===== src/rtl/data_path_pkg.sv =====
// data_path_pkg: datapath width, ALU op encodings and bus-source priority shared by the datapath files
package data_path_pkg;
  localparam int WIDTH = 32;
  typedef enum logic [3:0] {
    ALU_ADD, ALU_SUB, ALU_AND, ALU_OR, ALU_XOR, ALU_NOT, ALU_NEG,
    ALU_SHL, ALU_SHR, ALU_SHRA, ALU_ROL, ALU_ROR, ALU_MUL
  } alu_op_e;
  typedef enum logic [3:0] {
    BUS_PC, BUS_MDR, BUS_ZLO, BUS_ZHI, BUS_R1, BUS_R2, BUS_R3, BUS_R4, BUS_NONE
  } bus_src_e;
  // s = {PCout,MDRout,Zlowout,Zhighout,R1out,R2out,R3out,R4out}; the highest set bit wins
  function automatic bus_src_e bus_sel(input logic [7:0] s);
    bus_src_e r;
    r = BUS_NONE;
    for (int i = 0; i < 8; i++) if (s[i]) r = bus_src_e'(4'(7 - i));
    return r;
  endfunction
endpackage


===== src/rtl/data_path_if.sv =====
// data_path_if: sequencer strobes, ALU select, memory read data in; bus_out, pc_q, ir_q, mar_q out
interface data_path_if;
  import data_path_pkg::*;
  logic R1in, R2in, R3in, R4in, R1out, R2out, R3out, R4out;
  logic PCin, PCout, IRin, MARin, MDRin, MDRout, MD_read;
  logic Yin, Zlowin, Zlowout, Zhighout, IncPC;
  logic [3:0] alu_op;
  logic [WIDTH-1:0] Mdatain, bus_out, pc_q, ir_q, mar_q;
  modport master (
    output R1in, R2in, R3in, R4in, R1out, R2out, R3out, R4out,
    output PCin, PCout, IRin, MARin, MDRin, MDRout, MD_read,
    output Yin, Zlowin, Zlowout, Zhighout, IncPC, alu_op, Mdatain,
    input  bus_out, pc_q, ir_q, mar_q
  );
  modport slave (
    input  R1in, R2in, R3in, R4in, R1out, R2out, R3out, R4out,
    input  PCin, PCout, IRin, MARin, MDRin, MDRout, MD_read,
    input  Yin, Zlowin, Zlowout, Zhighout, IncPC, alu_op, Mdatain,
    output bus_out, pc_q, ir_q, mar_q
  );
endinterface


===== src/rtl/data_path_alu.sv =====
// data_path_alu: combinational ALU; a_i=Y, b_i=bus, op_i select, inc_i forces b_i+1; r_o 64-bit result
module data_path_alu
  import data_path_pkg::*;
(
  input  logic [WIDTH-1:0]   a_i,
  input  logic [WIDTH-1:0]   b_i,
  input  logic [3:0]         op_i,
  input  logic               inc_i,
  output logic [2*WIDTH-1:0] r_o
);
  logic [5:0] sh, rl;
  logic [2*WIDTH-1:0] aa, mul;
  logic [WIDTH-1:0] lo;
  assign sh = {1'b0, b_i[4:0]};
  assign rl = 6'(WIDTH) - sh;
  // rotates are windows into A duplicated end to end
  assign aa = {a_i, a_i};
  assign mul = $signed({{WIDTH{a_i[WIDTH-1]}}, a_i}) * $signed({{WIDTH{b_i[WIDTH-1]}}, b_i});
  always_comb begin
    case (op_i)
      ALU_ADD:  lo = a_i + b_i;
      ALU_SUB:  lo = a_i - b_i;
      ALU_AND:  lo = a_i & b_i;
      ALU_OR:   lo = a_i | b_i;
      ALU_XOR:  lo = a_i ^ b_i;
      ALU_NOT:  lo = ~b_i;
      ALU_NEG:  lo = -b_i;
      ALU_SHL:  lo = a_i << sh;
      ALU_SHR:  lo = a_i >> sh;
      ALU_SHRA: lo = $signed(a_i) >>> sh;
      ALU_ROL:  lo = aa[rl +: WIDTH];
      ALU_ROR:  lo = aa[sh +: WIDTH];
      default:  lo = '0;
    endcase
  end
  assign r_o = inc_i ? {{WIDTH{1'b0}}, b_i + 1'b1}
             : op_i == ALU_MUL ? mul
             : {{WIDTH{1'b0}}, lo};
endmodule


===== src/rtl/data_path.sv =====
// data_path: single-bus CPU datapath; clock, clear (sync active-high) and data_path_if.slave dp
module data_path
  import data_path_pkg::*;
(
  input logic        clock,
  input logic        clear,
  data_path_if.slave dp
);
  logic [WIDTH-1:0] r1_q, r2_q, r3_q, r4_q, pc_q, ir_q, mar_q, mdr_q, y_q;
  logic [WIDTH-1:0] r1_d, r2_d, r3_d, r4_d, pc_d, ir_d, mar_d, mdr_d, y_d;
  logic [WIDTH-1:0] bus;
  logic [2*WIDTH-1:0] z_q, z_d, alu_r;
  bus_src_e src;
  assign src = bus_sel({dp.PCout, dp.MDRout, dp.Zlowout, dp.Zhighout,
                        dp.R1out, dp.R2out, dp.R3out, dp.R4out});
  always_comb begin
    case (src)
      BUS_PC:  bus = pc_q;
      BUS_MDR: bus = mdr_q;
      BUS_ZLO: bus = z_q[WIDTH-1:0];
      BUS_ZHI: bus = z_q[2*WIDTH-1:WIDTH];
      BUS_R1:  bus = r1_q;
      BUS_R2:  bus = r2_q;
      BUS_R3:  bus = r3_q;
      BUS_R4:  bus = r4_q;
      default: bus = '0;
    endcase
  end
  data_path_alu u_alu (
    .a_i   (y_q),
    .b_i   (bus),
    .op_i  (dp.alu_op),
    .inc_i (dp.IncPC),
    .r_o   (alu_r)
  );
  always_comb begin
    r1_d  = dp.R1in  ? bus : r1_q;
    r2_d  = dp.R2in  ? bus : r2_q;
    r3_d  = dp.R3in  ? bus : r3_q;
    r4_d  = dp.R4in  ? bus : r4_q;
    pc_d  = dp.PCin  ? bus : pc_q;
    ir_d  = dp.IRin  ? bus : ir_q;
    mar_d = dp.MARin ? bus : mar_q;
    y_d   = dp.Yin   ? bus : y_q;
    mdr_d = dp.MDRin ? (dp.MD_read ? dp.Mdatain : bus) : mdr_q;
    z_d   = dp.Zlowin ? alu_r : z_q;
  end
  always_ff @(posedge clock) begin
    if (clear) begin
      r1_q  <= '0;
      r2_q  <= '0;
      r3_q  <= '0;
      r4_q  <= '0;
      pc_q  <= '0;
      ir_q  <= '0;
      mar_q <= '0;
      mdr_q <= '0;
      y_q   <= '0;
      z_q   <= '0;
    end else begin
      r1_q  <= r1_d;
      r2_q  <= r2_d;
      r3_q  <= r3_d;
      r4_q  <= r4_d;
      pc_q  <= pc_d;
      ir_q  <= ir_d;
      mar_q <= mar_d;
      mdr_q <= mdr_d;
      y_q   <= y_d;
      z_q   <= z_d;
    end
  end
  assign dp.bus_out = bus;
  assign dp.pc_q    = pc_q;
  assign dp.ir_q    = ir_q;
  assign dp.mar_q   = mar_q;
endmodule


===== src/flat_wrapper.sv =====
// flat-port wrapper written by rule: the top's interface ports become plain ports
module data_path_flat import data_path_pkg::*;
  (clock, clear, dp_R1in, dp_R2in, dp_R3in, dp_R4in, dp_R1out, dp_R2out, dp_R3out, dp_R4out, dp_PCin, dp_PCout, dp_IRin, dp_MARin, dp_MDRin, dp_MDRout, dp_MD_read, dp_Yin, dp_Zlowin, dp_Zlowout, dp_Zhighout, dp_IncPC, dp_alu_op, dp_Mdatain, dp_bus_out, dp_pc_q, dp_ir_q, dp_mar_q);
  data_path_if dp_i ();
  input logic clock;
  input logic clear;
  input wire logic [$bits(dp_i.R1in)-1:0] dp_R1in;
  input wire logic [$bits(dp_i.R2in)-1:0] dp_R2in;
  input wire logic [$bits(dp_i.R3in)-1:0] dp_R3in;
  input wire logic [$bits(dp_i.R4in)-1:0] dp_R4in;
  input wire logic [$bits(dp_i.R1out)-1:0] dp_R1out;
  input wire logic [$bits(dp_i.R2out)-1:0] dp_R2out;
  input wire logic [$bits(dp_i.R3out)-1:0] dp_R3out;
  input wire logic [$bits(dp_i.R4out)-1:0] dp_R4out;
  input wire logic [$bits(dp_i.PCin)-1:0] dp_PCin;
  input wire logic [$bits(dp_i.PCout)-1:0] dp_PCout;
  input wire logic [$bits(dp_i.IRin)-1:0] dp_IRin;
  input wire logic [$bits(dp_i.MARin)-1:0] dp_MARin;
  input wire logic [$bits(dp_i.MDRin)-1:0] dp_MDRin;
  input wire logic [$bits(dp_i.MDRout)-1:0] dp_MDRout;
  input wire logic [$bits(dp_i.MD_read)-1:0] dp_MD_read;
  input wire logic [$bits(dp_i.Yin)-1:0] dp_Yin;
  input wire logic [$bits(dp_i.Zlowin)-1:0] dp_Zlowin;
  input wire logic [$bits(dp_i.Zlowout)-1:0] dp_Zlowout;
  input wire logic [$bits(dp_i.Zhighout)-1:0] dp_Zhighout;
  input wire logic [$bits(dp_i.IncPC)-1:0] dp_IncPC;
  input wire logic [$bits(dp_i.alu_op)-1:0] dp_alu_op;
  input wire logic [$bits(dp_i.Mdatain)-1:0] dp_Mdatain;
  output wire logic [$bits(dp_i.bus_out)-1:0] dp_bus_out;
  output wire logic [$bits(dp_i.pc_q)-1:0] dp_pc_q;
  output wire logic [$bits(dp_i.ir_q)-1:0] dp_ir_q;
  output wire logic [$bits(dp_i.mar_q)-1:0] dp_mar_q;
  assign dp_i.R1in = dp_R1in;
  assign dp_i.R2in = dp_R2in;
  assign dp_i.R3in = dp_R3in;
  assign dp_i.R4in = dp_R4in;
  assign dp_i.R1out = dp_R1out;
  assign dp_i.R2out = dp_R2out;
  assign dp_i.R3out = dp_R3out;
  assign dp_i.R4out = dp_R4out;
  assign dp_i.PCin = dp_PCin;
  assign dp_i.PCout = dp_PCout;
  assign dp_i.IRin = dp_IRin;
  assign dp_i.MARin = dp_MARin;
  assign dp_i.MDRin = dp_MDRin;
  assign dp_i.MDRout = dp_MDRout;
  assign dp_i.MD_read = dp_MD_read;
  assign dp_i.Yin = dp_Yin;
  assign dp_i.Zlowin = dp_Zlowin;
  assign dp_i.Zlowout = dp_Zlowout;
  assign dp_i.Zhighout = dp_Zhighout;
  assign dp_i.IncPC = dp_IncPC;
  assign dp_i.alu_op = dp_alu_op;
  assign dp_i.Mdatain = dp_Mdatain;
  assign dp_bus_out = dp_i.bus_out;
  assign dp_pc_q = dp_i.pc_q;
  assign dp_ir_q = dp_i.ir_q;
  assign dp_mar_q = dp_i.mar_q;
  data_path u_core (.clock(clock), .clear(clear), .dp(dp_i));
endmodule

===== config.mk =====
export PLATFORM = sky130hd
export DESIGN_NAME = data_path_flat
export DESIGN_NICKNAME = d
export VERILOG_FILES = /design/src/rtl/data_path_pkg.sv /design/src/rtl/data_path_if.sv /design/src/rtl/data_path_alu.sv /design/src/rtl/data_path.sv /design/src/flat_wrapper.sv
export SDC_FILE = /design/constraint.sdc
export NUM_CORES = 2
export LEC_CHECK = 0
export BUFFER_PORTS_ARGS = -buffer_cell sky130_fd_sc_hd__buf_2
export CELL_PAD_IN_SITES_DETAIL_PLACEMENT = 1
export CELL_PAD_IN_SITES_GLOBAL_PLACEMENT = 1
export CORE_UTILIZATION = 45
export CTS_CLUSTER_DIAMETER = 100
export DETAILED_ROUTE_END_ITERATION = 16
export MAX_ROUTING_LAYER = met4
export PLACE_DENSITY = 0.83
export SYNTH_ARGS = -nofsm -noshare
export SYNTH_HDL_FRONTEND = slang
export SYNTH_SLANG_ARGS = --single-unit

===== constraint.sdc =====
create_clock -name clock -period 10.9 [get_ports clock]
set_input_delay 0.545 -clock clock [delete_from_list [all_inputs] [get_ports clock]]
set_output_delay 0.545 -clock clock [all_outputs]
set_load 0.005 [all_outputs]

==> results.toml <==
[status]
status = "finished, final reports clean"

[min_path]
hp-class = "in2reg"

[power_and_ir_drop]
leakagePower_nw = 31.22
power_density_nw_per_um2 = 136.2
ir_drop_v = 0.0001264

[global_route]
gr-usage-met1 = 0.5908
grt_pass1_wl_mm = 464.4
met3_usage = 0.1036
antenna_found_initial = 26
grt_pass1_vias = 63850
grt.busiest_layer = "met2"
grt_max_degree = 86
grt_use_met2 = 0.7290
grt_usage = 0.4892
grt.overflow.total = 0

[synth]
syn_inst = 7396
yosysTopAreaCellShare = 0.3541
synthFlopType = "dfxtp_1"
synth_async_sr_flop_share = 0
yosysTopAreaCell = "fa_1"
syn-num-nets = 8821
netlist_area_sq_um = 61280
ys_warn_count = 0
avgSynthCellArea_sq_um = 8.285
synth_area_leaders = "fa_1, dfxtp_1, inv_1"
post-synth-top-count-cell = "fa_1"
seq_area_frac_synth = 0.1150
yosys-top-cells-count = "fa_1, inv_1, nor2_1"
ys_ff_latch = 352
synth_edf_count = 0
synth_cell_types = 118

[finish]
areaGrowthSynthToFinish_pct = 9.840
nFillCells = 16120
fin_nets = 8915
layout.cells.non_filler = 9329
drive_above_1_share = 0.1070
regArea_sq_um = 7051
finalInstanceArea_sq_um = 67310
multi_input_area_sq_um = 48040

[timing]
hold_ws_ps = 250.8
finalCritPeriodShare = 0.9774
finalSetupTns_ps = 0
finalHoldViolCount = 0
period_minus_slack_ps = 10650
setup_viol = 0
slew_viol_final = 0
fmax_mhz = 93.87
slew_headroom = 0.04226
finClkSkew_ps = 43.74
rsz0062_at_grt = "no"
setup_ws_ps = 246.8
tightest_slew_ps = 1437

[clock_tree]
cts_tree = "built"
cts_setup_buffers = 0
cts.sink_count = 352
ctsResizeCount = 0
cts_hold_buffers = 0
cts_max_path_buffers = 3
numCtsBuffers = 42
cts.root.buffer_cell = "clkbuf_16"
clk_latency_ps = 650
clk_pin_slew_ps = 70
cts-htree-levels = 2

[critical_path]
endpoint_kind = "flip-flop"
crit_path_start_kind = "input pin"
criticalPathCategory = "in2reg"
crit_family = "adder cells"
cpMaxStageDelayCell = "o21ai_0"
cpMostUsedCell = "fa_1"
cpPeakStageDelay_ps = 590
cp.buffers_inverters = 12
cp_max_fo = 23
crit_required_ps = 11400
worstPathArrival_ps = 11160

[detailed_routing]
drc = 0
wl_per_cell_um = 35.10
vias = 60730
routed_wl_mm = 327.4
dr.pass1.iters = 6
ant_nets = 0
first_iter_violations = 7479
vias_per_cell = 6.510

[floorplanning]
core_area_sq_um = 135300
ios = 186
dieArea_sq_um = 137700
fp-row-count = 135
die_h_um = 371.0
die_x_um = 371.0
start_util = 0.4529

[placed_design]
place_inst = 9227
dpl_cell_area_sq_um = 65820
hpwl_mm = 255.7
place_congestion = 1.072
place_ws_ps = 47.41
io_buffers = 185

[flow_run]
cap_viol_max_count = 0
-- cells by family (layout without fill, tap and decap cells) --
logic type,count (synthesis),in the layout,synth area share
and+or+nand+nor,2224,2224,0.1521
other,0,25,0
adders and majority gates,1367,1367,0.4119
DFF,352,352,0.1150
xor gates and xnor gates,140,140,0.02025
buffers and inverters,1642,1769,0.1030
muxes,178,178,0.03026
AOI/OAI and AO/OA,1493,1493,0.1675
-- flip-flops by register name, indices dropped and copies added (netlist names) --
signal / count
u_core.dp.ir_q: 32
u_core.dp.mar_q: 32
u_core.dp.pc_q: 32
u_core.mdr_q: 32
u_core.r1_q: 32
u_core.r2_q: 32
u_core.r3_q: 32
u_core.r4_q: 32
u_core.y_q: 32
u_core.z_q: 64
-- path summary, 6_finish.rpt --
kind	slack, ps	end	startpoint	cells after the start
worst max-delay path	250	u_core.z_q[61]$_SDFFE_PP0P_	dp_R3out	39
worst min-delay path	250	u_core.mdr_q[8]$_SDFFE_PP0P_	dp_Mdatain[8]	5
worst max register to register	290	u_core.z_q[61]$_SDFFE_PP0P_	u_core.z_q[1]$_SDFFE_PP0P_	36
worst min register to register	480	u_core.z_q[54]$_SDFFE_PP0P_	u_core.z_q[54]$_SDFFE_PP0P_	2
-- report_power, final --
part	switching (mW)	leakage (nW)	internal, mW
sequential	0.0727	2.90	1.37
clock	0.688	0.698	0.816
combinational	4.05	27.6	2.17
total	4.81	31.2	4.35
-- worst register-to-register path: cells and delay by family, from the launching register on --
family	cells	cell delay (ps)
AND/OR/NAND/NOR	4	1030
flip-flops	1	360
XOR/XNOR	1	170
AO/OA/AOI/OAI	13	3390
buffers and inverters	9	1340
adder cells (fa/ha/maj)	9	4170
-- cells in the final DEF (no fill, tap or decap), drive strengths merged, types with 89 or more instances in the layout --
cell	netlist	final
a211oi	328	328
a21oi	320	320
buf	171	589
dfxtp	352	352
fa	1084	1084
ha	283	283
inv	1083	1088
mux2i	142	142
nand2	895	895
nand3	89	89
nor2	959	959
o21ai	265	265
xnor2	99	99
-- metal layers --
| layer | up-vias | share of wire |
|---|---|---|
| li1 | 24250 | - |
| met1 | 31230 | 0.37 |
| met2 | 4006 | 0.44 |
| met3 | 1251 | 0.11 |
| met4 | 0 | 0.087 |
| met5 | - | 0 |
-- area by class of cell --
type	count	area share
clock inverters	24	0.004052
well taps	1781	0.03311
multi-input cells	5402	0.7138
diodes	25	0.0009295
repair buffers	589	0.06473
inverters	1103	0.06155
clock buffers	53	0.01712
flip-flops and latches	352	0.1047
-- through the flow --
step	total power, mW	util
after floorplan	4.895	-
final	9.166	0.4975
after detailed placement	7.487	0.4865
after global routing	9.550	0.4974
after CTS	8.996	0.4970
after global placement	7.266	0.4865
Power figures use the tool's default switching activity.
